===== config.mk =====
export PLATFORM = sky130hd
export DESIGN_NAME = pulse_slot_decoder
export DESIGN_NICKNAME = d
export VERILOG_FILES = /design/src/rtl/pulse_slot_decoder.sv
export SDC_FILE = /design/constraint.sdc
export NUM_CORES = 1
export LEC_CHECK = 0
export BUFFER_PORTS_ARGS = -buffer_cell sky130_fd_sc_hd__buf_2
export CORE_MARGIN = 4
export CORE_UTILIZATION = 25
export CTS_CLUSTER_DIAMETER = 150
export CTS_CLUSTER_SIZE = 30
export DETAILED_ROUTE_END_ITERATION = 8
export HOLD_SLACK_MARGIN = 0.02
export SETUP_SLACK_MARGIN = 0.02
export SKIP_CTS_REPAIR_TIMING = 1
export SLEW_MARGIN = 20
export SYNTH_ARGS = -nofsm -noshare
export SYNTH_HDL_FRONTEND = slang
export SYNTH_SLANG_ARGS = --single-unit

===== constraint.sdc =====
create_clock -name clk -period 6.95 [get_ports clk]
set_input_delay 1.7375 -clock clk [delete_from_list [all_inputs] [get_ports clk]]
set_output_delay 1.7375 -clock clk [all_outputs]
set_load 0.03 [all_outputs]

===== src/rtl/pulse_slot_decoder.sv =====
// pulse_slot_decoder
//
// Monitor and checker for slot-gated clock-pulse streams. A one-cycle sync
// strobe marks slot 0 of each 2^CNT_W-slot frame. Every frame reports which
// slots carried pulses and how many pulses there were. The block reports
// lock once LOCK_FRAMES identical good frames have been seen in a row.
//
// Parameters
//   CNT_W        slot counter width; frame length is 2^CNT_W cycles
//   LOCK_FRAMES  consecutive identical good frames needed for lock (1..15)
//
// Ports
//   clk          system clock, posedge
//   rst          asynchronous active-low reset
//   sync_in      slot-0 strobe from the generator
//   pulse_in     gated pulse stream, one sample per slot
//   slot_a       lowest pulsed slot of the last completed frame
//   slot_b       second pulsed slot (equals slot_a for a single pulse)
//   pulse_cnt    pulses in the last frame, saturating at 3
//   frame_valid  one-cycle strobe when the slot/count outputs update
//   locked       pattern stable for LOCK_FRAMES frames
//   err          error indication (strobe, or sticky; see below)
//   err_clr      clears a sticky err (only with PULSE_SLOT_STICKY_ERR_EN)
//
// Build option
//   PULSE_SLOT_STICKY_ERR_EN  defined: err is sticky and the err_clr port is
//                             added. Undefined: err is a one-cycle strobe.
//
// state   | meaning
// --------+-------------------------------------------------------------
// UNSYNC  | no frame reference yet; pulses ignored until the first sync_in
// SEARCH  | framing known; counting identical good frames toward lock
// LOCKED  | pattern stable; any deviating frame or early sync drops lock

module pulse_slot_decoder #(
  parameter int CNT_W       = 3,
  parameter int LOCK_FRAMES = 4
) (
  input  logic             clk,
  input  logic             rst,
  input  logic             sync_in,
  input  logic             pulse_in,
  output logic [CNT_W-1:0] slot_a,
  output logic [CNT_W-1:0] slot_b,
  output logic [1:0]       pulse_cnt,
  output logic             frame_valid,
  output logic             locked,
  output logic             err
`ifdef PULSE_SLOT_STICKY_ERR_EN
  ,
  input  logic             err_clr
`endif
);

  typedef enum logic [1:0] {
    ST_UNSYNC = 2'd0,
    ST_SEARCH = 2'd1,
    ST_LOCKED = 2'd2
  } state_t;

  localparam logic [CNT_W-1:0] LAST_SLOT = '1;
  localparam logic [3:0]       LOCK_N    = 4'(LOCK_FRAMES);

  state_t           state;
  logic [CNT_W-1:0] phase;
  logic [1:0]       acc_cnt;
  logic [CNT_W-1:0] acc_first;
  logic [CNT_W-1:0] acc_second;
  logic [3:0]       match_cnt;

  // ------------------------------------------------------------------
  // Slot tracking
  // ------------------------------------------------------------------
  logic [CNT_W-1:0] cur;
  logic             in_frame;
  logic             early_sync;
  logic             frame_end;

  always_comb begin
    cur        = sync_in ? '0 : phase;
    in_frame   = (state != ST_UNSYNC);
    // A sync that arrives away from slot 0 restarts the framing. In
    // UNSYNC the first sync is the normal entry point, not an error.
    early_sync = sync_in && (phase != '0) && in_frame;
    frame_end  = in_frame && (cur == LAST_SLOT);
  end

  // ------------------------------------------------------------------
  // Per-frame capture, including the pulse in the current slot
  // ------------------------------------------------------------------
  logic             capture;
  logic [1:0]       base_cnt;
  logic [1:0]       cnt_n;
  logic [CNT_W-1:0] first_n;
  logic [CNT_W-1:0] second_n;

  always_comb begin
    // The sync cycle that leaves UNSYNC is already slot 0 of a frame.
    capture  = pulse_in && (in_frame || sync_in);
    // Only the count has to be discarded on an early sync. The slot
    // registers are reloaded before they can be reported again.
    base_cnt = early_sync ? 2'd0 : acc_cnt;
    cnt_n    = base_cnt;
    first_n  = acc_first;
    second_n = acc_second;
    if (capture) begin
      cnt_n = (base_cnt == 2'd3) ? 2'd3 : base_cnt + 2'd1;
      if (base_cnt == 2'd0) begin
        first_n = cur;
      end
      if (base_cnt == 2'd1) begin
        second_n = cur;
      end
    end
  end

  // ------------------------------------------------------------------
  // Frame report and classification
  // ------------------------------------------------------------------
  logic [CNT_W-1:0] rep_a;
  logic [CNT_W-1:0] rep_b;
  logic [1:0]       rep_cnt;
  logic             good;
  logic             same;
  logic [3:0]       match_nxt;
  logic             err_evt;

  always_comb begin
    rep_cnt = cnt_n;
    rep_a   = '0;
    rep_b   = '0;
    if (cnt_n != 2'd0) begin
      rep_a = first_n;
      rep_b = (cnt_n == 2'd1) ? first_n : second_n;
    end

    good = (rep_cnt == 2'd1) || (rep_cnt == 2'd2);
    // The output registers still hold the previous report, so they are
    // the reference for the stability comparison.
    same = good && (rep_a == slot_a) && (rep_b == slot_b) &&
           (rep_cnt == pulse_cnt);

    if (same) begin
      match_nxt = (match_cnt >= LOCK_N) ? LOCK_N : match_cnt + 4'd1;
    end else if (good) begin
      match_nxt = 4'd1;
    end else begin
      match_nxt = 4'd0;
    end

    err_evt = early_sync ||
              (frame_end && (!good || ((state == ST_LOCKED) && !same)));
  end

  // ------------------------------------------------------------------
  // Control FSM with registered outputs
  // ------------------------------------------------------------------
  always_ff @(posedge clk or negedge rst) begin
    if (!rst) begin
      state       <= ST_UNSYNC;
      phase       <= '0;
      acc_cnt     <= 2'd0;
      acc_first   <= '0;
      acc_second  <= '0;
      match_cnt   <= 4'd0;
      slot_a      <= '0;
      slot_b      <= '0;
      pulse_cnt   <= 2'd0;
      frame_valid <= 1'b0;
      locked      <= 1'b0;
      err         <= 1'b0;
    end else begin
      // The phase counter free-runs, so a missing sync is tolerated.
      phase       <= cur + 1'b1;
      frame_valid <= frame_end;
`ifdef PULSE_SLOT_STICKY_ERR_EN
      // A new error event wins over a clear in the same cycle.
      err         <= err_evt || (err && !err_clr);
`else
      err         <= err_evt;
`endif

      if (frame_end) begin
        slot_a     <= rep_a;
        slot_b     <= rep_b;
        pulse_cnt  <= rep_cnt;
        acc_cnt    <= 2'd0;
        acc_first  <= '0;
        acc_second <= '0;
        match_cnt  <= match_nxt;

        case (state)
          ST_SEARCH: begin
            if (match_nxt == LOCK_N) begin
              state  <= ST_LOCKED;
              locked <= 1'b1;
            end
          end
          ST_LOCKED: begin
            // match_nxt alone cannot decide this case. With LOCK_FRAMES=1
            // a differing good frame would otherwise keep lock.
            if (!same) begin
              state  <= ST_SEARCH;
              locked <= 1'b0;
            end
          end
          default: begin
            state  <= ST_UNSYNC;
            locked <= 1'b0;
          end
        endcase
      end else begin
        acc_cnt    <= cnt_n;
        acc_first  <= first_n;
        acc_second <= second_n;

        if (early_sync) begin
          state     <= ST_SEARCH;
          locked    <= 1'b0;
          match_cnt <= 4'd0;
        end else if ((state == ST_UNSYNC) && sync_in) begin
          state <= ST_SEARCH;
        end
      end
    end
  end

endmodule


==> results.sh, run 1 <==
export IMPL_status="complete, no violations"
export IMPL_start_util=0.260
export IMPL_cp_arrival_ns=4.87
export IMPL_ys_async_sr_fraction=1.00
export IMPL_min_path_type="reg -> reg"
export IMPL_synth_cell_types=65
export IMPL_ys_seq_area_frac=0.367
export IMPL_ctsHtreeMaxLevel=1
export IMPL_syn_area_mm2=0.00191
export IMPL_ys_warn_count=0
export IMPL_layout_common_cells="28 x dfrtp_1, 16 x nand2_1, 14 x buf_2"
export IMPL_seqPwrFrac=0.410
export IMPL_clock_latency_ns=0.28
export IMPL_drt_pass1_iter_count=4
export IMPL_place_gp_congestion=0.869
export IMPL_grt_max_degree=29
export IMPL_cts_tree="built"
export IMPL_drc=0
export IMPL_rsz0062_at_grt="no"
export IMPL_peakVddDrop_uv=128
export IMPL_synth_seq_cells=28
export IMPL_cts_buffer_depth=2
export IMPL_p_leak_uw=0.000873
export IMPL_syn2layout_area_growth_pct=9.38
export IMPL_layout_nets=217
export IMPL_antenna_found_initial=0
export IMPL_core_area_mm2=0.00733
export IMPL_crit_type="in -> reg"
export IMPL_power_switching_uw=197
export IMPL_min_period_over_period=0.669
export IMPL_fmax_ghz=0.215
export IMPL_synthMuxAreaShare=0.0374
export IMPL_cts_made_buffers=3
export IMPL_cts_root_buf="clkbuf_8"
export IMPL_post_dp_cell_area_mm2=0.00203
export IMPL_dp_hpwl_um=3350
export IMPL_synth_compound_area_share=0.261
export IMPL_pwr_share_clk=0.203
export IMPL_power_density_mw_per_mm2=244
export IMPL_final_area_mm2=0.00209
export IMPL_drive_gt1_frac=0.203
export IMPL_synth_top_family_by_area="compound AO/OA/AOI/OAI gates"
export IMPL_wl_per_cell_um=14.9
export IMPL_worstMarginPinSlew_ns=0.689
export IMPL_cts_sinks=28
export IMPL_fin_skew_ns=0.00339
export IMPL_syn_area_per_cell_um2=9.49
export IMPL_postRouteAntennaNets=0
export IMPL_holdWs_ns=0.543
export IMPL_ios=15
export IMPL_hold_viol_final=0
export IMPL_grt_overflow=0
export IMPL_synth_largest_area_cell="dfrtp_1"
export IMPL_worstSetupEndpointType="register"
export IMPL_dieArea_mm2=0.00909
export IMPL_grt_pass1_wl_um=8040
export IMPL_p_int_uw=312
export IMPL_diodes=0
export IMPL_fp_row_count=31
export IMPL_relSlewSlack=0.540
export IMPL_cp_required_ns=7.17
export IMPL_io_buffers=14
export IMPL_final_max_slew_viol_count=0
export IMPL_route_vias_total=1597
export IMPL_drv_cap=0
export IMPL_clkTransAtPathRegs_ns=0.10
export IMPL_setup_viol_count_final=0
export IMPL_crit_fanout=13
export IMPL_switching_share=0.386
export IMPL_layout_commonest_cell="dfrtp_1"
export IMPL_synth_xor_area_frac=0.00918
export IMPL_fin_crit_ns=4.65
export IMPL_via_per_inst=5.22
export IMPL_synth_edf_count=0
export IMPL_drtIter0Drc=117
export IMPL_synth_simple_area_share=0.238
export IMPL_syn_nets=210
export IMPL_synth_fa_ha_area_frac=0.0328
export IMPL_grt_util_all_layers=0.113
export IMPL_timing_setup_tns_ns=0
export IMPL_wl_um=4550
export IMPL_grt_pass1_vias=1581
export IMPL_combPwrFrac=0.387
export IMPL_synthTopCellsByArea="dfrtp_1 37%, ha_1 3.3%, nand2_1 3.1%, o21ai_0 2.6%, nor2_1 2.6%"
export IMPL_dieWidth_um=95.4
export IMPL_ys_flop_type="dfrtp_1"
export IMPL_startpoint_type="input port"
export IMPL_yosysTopAreaCellShare=0.367
export IMPL_synth_cells=201
export IMPL_fp_dieH_um=95.4
-- synth_stat cells, types with 3 or more instances --
library cell	count
a22o_1	4
a21oi_1	8
and3_1	3
inv_1	8
o21ai_1	4
ha_1	5
nor2_1	13
o211ai_1	4
a31oi_1	5
or3_1	3
nand2_1	16
mux2i_1	3
buf_4	4
dfrtp_1	28
o21ai_0	10
nand2b_1	3
clkbuf_1	5
nor3_1	5
nand3_1	9
-- cell type report --
class                      instances  area, um2
sequential                        28        701
tap                               99        124
clock buffer                       4       55.1
multi-input combinational        152       1100
inverter                           9       33.8
fill                             779       5240
timing repair buffer              14       70.1
-- metrics by stage --
stage	total power (uW)	worst slack, ns	cells	utilization
floorplan	359	2.52	201	-
global placement	407	2.09	302	0.277
detailed placement	407	2.03	302	0.277
CTS	513	2.33	306	0.285
global route	548	2.11	306	0.285
finish	509	2.30	306	0.285
-- worst max-delay path, cell delays in order --
cell and delay, ns:
buf_2 0.18, or3_1 0.44, o211ai_1 0.20, o221ai_2 0.21, ha_1 0.32, or4b_2 0.65
a21oi_1 0.14, mux2_4 0.18, nor3_4 0.05, nor3_4 0.35, mux2_4 0.34, nand3_2 0.07
-- per-layer routing --
metal | vias up | global-route usage | part of all wire
li1 | 769 | - | -
met1 | 767 | 0.158 | 0.48
met2 | 59 | 0.173 | 0.45
met3 | 2 | 0.0292 | 0.066
met4 | 0 | 0.0288 | 0.0059
met5 | - | 0 | 0
-- cell families (layout without fill, tap and decap cells) --
| family | after synthesis | after routing |
|---|---|---|
| xor gates and xnor gates | 2 | 2 |
| and+or+nand+nor | 78 | 78 |
| AOI/OAI and AO/OA | 61 | 61 |
| muxes | 6 | 6 |
| adders and majority gates | 5 | 5 |
| buffers and inverters | 21 | 27 |
| DFF | 28 | 28 |
-- sequential cells by signal, indices dropped and copies added (netlist names), 2 cells and up --
| register | cells |
|---|---|
| phase | 3 |
| acc_first | 3 |
| acc_cnt | 2 |
| slot_a | 3 |
| slot_b | 3 |
| match_cnt | 4 |
| acc_second | 3 |
| pulse_cnt | 2 |
| state | 2 |
-- power by group through the flow --
stage	Combinational [uW]	Clock, uW	Sequential [uW]
after floorplan	141	0	218
after global placement	196	0	211
after detailed placement	196	0	211
after CTS	197	108	208
after global routing	219	117	213
final	197	103	209
-- worst paths after layout --
kind | depth (start not counted) | end | slack (ns) | start
worst max-delay path | 12 | locked$_DFFE_PN0P_ | 2.30 | sync_in
worst min-delay path | 2 | pulse_cnt[1]$_DFFE_PN0P_ | 0.54 | pulse_cnt[1]$_DFFE_PN0P_
worst max register to register | 12 | locked$_DFFE_PN0P_ | 3.25 | state[0]$_DFFE_PN0P_
worst min register to register | 2 | pulse_cnt[1]$_DFFE_PN0P_ | 0.54 | pulse_cnt[1]$_DFFE_PN0P_
max in group asynchronous | 1 | pulse_cnt[0]$_DFFE_PN0P_ | 5.06 | rst
min in group asynchronous | 1 | locked$_DFFE_PN0P_ | 1.47 | rst
Note: power is estimated with default switching activity, not from simulation.
==> inputs of run 2 (changes only) <==
==> constraint.sdc (replaced) <==
create_clock -name clk -period 3.95 [get_ports clk]
set_input_delay 0.9875 -clock clk [delete_from_list [all_inputs] [get_ports clk]]
set_output_delay 0.9875 -clock clk [all_outputs]
set_load 0.03 [all_outputs]
==> results.sh, run 2 (same netlist as run 1, synthesis figures left out) <==
export IMPL_layout_commonest_cell="dfrtp_1"
export IMPL_wl_per_cell_um=14.8
export IMPL_fmax_ghz=0.277
export IMPL_hold_viol_final=0
export IMPL_power_uw=914
export IMPL_cp_required_ns=4.18
export IMPL_grt_pass1_wl_um=7870
export IMPL_hold_depth=2
export IMPL_drv_cap=0
export IMPL_layout_setup_ws_ns=0.335
export IMPL_fin_skew_ns=0.00548
export IMPL_clock_latency_ns=0.28
export IMPL_power_density_mw_per_mm2=420
export IMPL_cts_sinks=28
export IMPL_final_area_mm2=0.00218
export IMPL_top_layer_used="met4"
export IMPL_cts_made_buffers=3
export IMPL_cts_tree="built"
export IMPL_cp_endpoint="locked$_DFFE_PN0P_"
export IMPL_post_dp_cell_area_mm2=0.00212
export IMPL_dieWidth_um=95.4
export IMPL_postRouteAntennaNets=0
export IMPL_worstMarginPinSlew_ns=0.665
export IMPL_drc=0
export IMPL_fin_crit_ns=3.61
export IMPL_startpoint_type="input port"
export IMPL_via_per_inst=5.11
export IMPL_startpoint="sync_in"
export IMPL_cts_buffer_depth=2
export IMPL_layout_common_cells="28 x dfrtp_1, 16 x nand2_1, 14 x buf_2"
export IMPL_antenna_found_initial=0
export IMPL_fp_dieH_um=95.4
export IMPL_dieArea_mm2=0.00909
export IMPL_wl_met3_um=185
export IMPL_grt_pass1_vias=1534
export IMPL_p_leak_uw=0.000932
export IMPL_dp_hpwl_um=3520
export IMPL_ios=15
export IMPL_io_buffers=14
export IMPL_worstSetupEndpointType="register"
export IMPL_largest_register_ffs=4
export IMPL_diodes=0
export IMPL_r2r_start="state[1]$_DFFE_PN0P_"
export IMPL_drt_pass1_iter_count=4
export IMPL_layout_nets=229
export IMPL_clkTransAtPathRegs_ns=0.10
export IMPL_setup_viol_count_final=0
export IMPL_grt_util_all_layers=0.110
export IMPL_relSlewSlack=0.557
export IMPL_dp_slack_ns=0.0826
export IMPL_ctsHtreeMaxLevel=1
export IMPL_cts_root_buf="clkbuf_8"
export IMPL_fp_row_count=31
export IMPL_drive_gt1_frac=0.247
export IMPL_regMostFlops="match_cnt"
export IMPL_cp_arrival_ns=3.84
export IMPL_crit_type="in -> reg"
export IMPL_wl_um=4700
export IMPL_rsz0062_at_grt="no"
export IMPL_min_period_over_period=0.915
export IMPL_final_max_slew_viol_count=0
export IMPL_reg2reg_depth=12
export IMPL_rrSetupSlack_ns=0.46
export IMPL_drtIter0Drc=133
export IMPL_timing_setup_tns_ns=0
export IMPL_grt_max_degree=29
export IMPL_met2_length_um=2150
export IMPL_min_path_type="reg -> reg"
export IMPL_start_util=0.260
export IMPL_grt_overflow=0
export IMPL_drt_met1_wl_um=2340
export IMPL_syn2layout_area_growth_pct=14.1
export IMPL_peakVddDrop_uv=215
export IMPL_r2r_end="locked$_DFFE_PN0P_"
export IMPL_core_area_mm2=0.00733
export IMPL_nFillCells=764
export IMPL_crit_fanout=6
export IMPL_route_vias_total=1626
export IMPL_status="complete, no violations"
export IMPL_place_gp_congestion=0.869
==> run 2: worst max-delay path: stages <==
cell and delay, ns:
buf_2 0.14, or3_1 0.43, o211ai_1 0.15, o221ai_2 0.18, ha_1 0.24, or4b_2 0.65, a21oi_1 0.14, mux2_4 0.17
nor3_4 0.05, nor3_4 0.31, mux2_4 0.33, nand3_2 0.07
==> run 2: through the flow <==
| step | utilization | cells | hold WS (ns) |
|---|---|---|---|
| 3_5_place_dp | 0.289 | 314 | 0.520 |
| 5_1_grt | 0.297 | 318 | 0.562 |
| 6_report | 0.297 | 318 | 0.536 |
| 3_3_place_gp | 0.289 | 314 | 0.500 |
| 4_1_cts | 0.297 | 318 | 0.545 |
| 2_1_floorplan | - | 201 | 0.480 |
==> run 2: metal layers <==
metal,vias up,track usage
met3,2,0.0260
met4,0,0.0240
met1,797,0.158
met2,30,0.166
met5,-,0
li1,797,-
==> run 2: worst min-delay path by stage <==
stage | endpoint | start | slack [ns]
5_1_grt | match_cnt[1]$_DFFE_PN0P_ | match_cnt[1]$_DFFE_PN0P_ | 0.56
4_1_cts | slot_a[1]$_DFFE_PN0P_ | slot_a[1]$_DFFE_PN0P_ | 0.55
6_report | match_cnt[1]$_DFFE_PN0P_ | match_cnt[1]$_DFFE_PN0P_ | 0.54
3_3_place_gp | match_cnt[1]$_DFFE_PN0P_ | match_cnt[1]$_DFFE_PN0P_ | 0.50
2_1_floorplan | match_cnt[1]$_DFFE_PN0P_ | match_cnt[1]$_DFFE_PN0P_ | 0.48
3_5_place_dp | slot_a[1]$_DFFE_PN0P_ | slot_a[1]$_DFFE_PN0P_ | 0.52
==> run 2: final cells by class <==
type	instances	area, um2	share of cell area
timing repair buffer	26	160	0.0736
clock buffer	4	55.1	0.0253
tap	99	124	0.0569
multi-input combinational	152	1100	0.507
sequential	28	701	0.322
inverter	9	33.8	0.0155
==> run 2: power by group <==
| part | total, uW | leakage (uW) | switching (uW) | internal [uW] |
|---|---|---|---|---|
| combinational | 366 | 0.000542 | 218 | 148 |
| sequential | 365 | 0.000361 | 38.7 | 327 |
| clock | 183 | 0.0000288 | 93.3 | 89.4 |
==> inputs of run 3 (changes only) <==
--- a/config.mk
+++ b/config.mk
@@ -6,7 +6,7 @@
 export NUM_CORES = 1
 export LEC_CHECK = 0
 export BUFFER_PORTS_ARGS = -buffer_cell sky130_fd_sc_hd__buf_2
-export CORE_MARGIN = 4
+export CORE_MARGIN = 5
 export CORE_UTILIZATION = 25
 export CTS_CLUSTER_DIAMETER = 150
 export CTS_CLUSTER_SIZE = 30
==> results.sh, run 3 (same netlist as run 1, synthesis figures left out) <==
export IMPL_layout_common_cells="28 x dfrtp_1, 16 x nand2_1, 14 x buf_2"
export IMPL_fmax_ghz=0.278
export IMPL_drt_pass1_iter_count=4
export IMPL_place_gp_congestion=0.863
export IMPL_grt_max_degree=29
export IMPL_peakVddDrop_uv=185
export IMPL_drtIter0Drc=190
export IMPL_switching_share=0.383
export IMPL_worstSetupEndpointType="register"
export IMPL_crit_type="in -> reg"
export IMPL_grt_pass1_vias=1605
export IMPL_worstMarginPinSlew_ns=0.653
export IMPL_cts_made_buffers=3
export IMPL_drc=0
export IMPL_startpoint_type="input port"
export IMPL_layout_commonest_cell="dfrtp_1"
export IMPL_setup_viol_count_final=0
export IMPL_start_util=0.260
export IMPL_pwr_share_clk=0.200
export IMPL_status="complete, no violations"
export IMPL_wl_per_cell_um=15.0
export IMPL_diodes=0
export IMPL_grt_pass1_wl_um=8370
export IMPL_p_leak_uw=0.000921
export IMPL_grt_util_all_layers=0.106
export IMPL_combPwrFrac=0.397
export IMPL_cts_root_buf="clkbuf_8"
export IMPL_cp_arrival_ns=3.82
export IMPL_postRouteAntennaNets=0
export IMPL_regMostFlops="match_cnt"
export IMPL_cts_sinks=28
export IMPL_min_period_over_period=0.910
export IMPL_dieArea_mm2=0.00948
export IMPL_largest_register_ffs=4
export IMPL_dieWidth_um=97.4
export IMPL_final_max_slew_viol_count=0
export IMPL_via_per_inst=5.09
export IMPL_final_cells=316
export IMPL_io_buffers=14
export IMPL_dp_hpwl_um=3550
export IMPL_seqPwrFrac=0.403
export IMPL_fin_skew_ns=0.00583
export IMPL_cp_required_ns=4.17
export IMPL_ios=15
export IMPL_fp_dieH_um=97.4
export IMPL_power_switching_uw=350
export IMPL_ctsHtreeMaxLevel=1
export IMPL_antenna_found_initial=0
export IMPL_cts_tree="built"
export IMPL_fin_crit_ns=3.59
export IMPL_power_density_mw_per_mm2=422
export IMPL_core_area_mm2=0.00733
export IMPL_clkTransAtPathRegs_ns=0.10
export IMPL_holdWs_ns=0.531
export IMPL_hold_viol_final=0
export IMPL_clock_latency_ns=0.28
export IMPL_wl_um=4740
export IMPL_layout_nets=227
export IMPL_fp_row_count=31
export IMPL_crit_fanout=6
export IMPL_route_vias_total=1608
export IMPL_dp_cells=312
export IMPL_cts_buffer_depth=2
export IMPL_utilization=0.295
export IMPL_timing_setup_tns_ns=0
export IMPL_rsz0062_at_grt="no"
export IMPL_syn2layout_area_growth_pct=13.3
export IMPL_grt_overflow=0
export IMPL_min_path_type="reg -> reg"
export IMPL_drv_cap=0
export IMPL_relSlewSlack=0.565
export IMPL_power_uw=913
export IMPL_drive_gt1_frac=0.240
export IMPL_p_int_uw=564
run 3: changes by cell type in the layout (fill, tap and decap cells not counted), sizes merged:
cell,before,now
buf,26,24
run 3: metal layers:
metal  GRT usage  wire length [um]  share of wire  up-vias
met2       0.163              2200           0.46       34
met5           0                 0              0        -
met1       0.149              2270           0.48      786
li1            -                 -              -      784
met3      0.0237               233          0.049        4
met4      0.0256                42         0.0089        0
run 3: cell type report:
class	instances	area, um2
tap	99	124
clock buffer	4	55.1
timing repair buffer	24	145
multi-input combinational	152	1100
sequential	28	701
inverter	9	33.8
fill	764	5170
run 3: path summary, 6_finish.rpt:
check                           depth (start not counted)                       end  slack [ns]                      from
worst max-delay path                                   12        locked$_DFFE_PN0P_        0.36                   sync_in
worst min-delay path                                    2  match_cnt[1]$_DFFE_PN0P_        0.53  match_cnt[1]$_DFFE_PN0P_
min in group asynchronous                               1        phase[0]$_DFF_PN0_        0.72                       rst
worst max register to register                         12        locked$_DFFE_PN0P_        0.52      state[1]$_DFFE_PN0P_
worst min register to register                          2  match_cnt[1]$_DFFE_PN0P_        0.53  match_cnt[1]$_DFFE_PN0P_
max in group asynchronous                               1     slot_b[2]$_DFFE_PN0P_        2.81                       rst
run 3: per-stage QoR:
step,setup WS (ns),cell area (um2)
after floorplan,0.265,1910
after global placement,0.151,2110
after detailed placement,0.0911,2110
after CTS,0.366,2160
after global routing,0.197,2160
final,0.357,2160
run 3: power groups by stage:
stage,clock network [uW],logic (uW),registers (uW)
after floorplan,0,248,383
after global placement,0,362,373
after detailed placement,0,363,373
after CTS,193,366,367
after global routing,202,402,376
final,183,363,368
run 3: worst max-delay path, cell delays in order:
cell      delay, ns
buf_2          0.14
or3_1          0.43
o211ai_1       0.15
o221ai_2       0.17
ha_1           0.24
or4b_2         0.64
a21oi_1        0.14
mux2_4         0.17
nor3_4         0.05
nor3_4         0.31
mux2_4         0.33
nand3_2        0.07
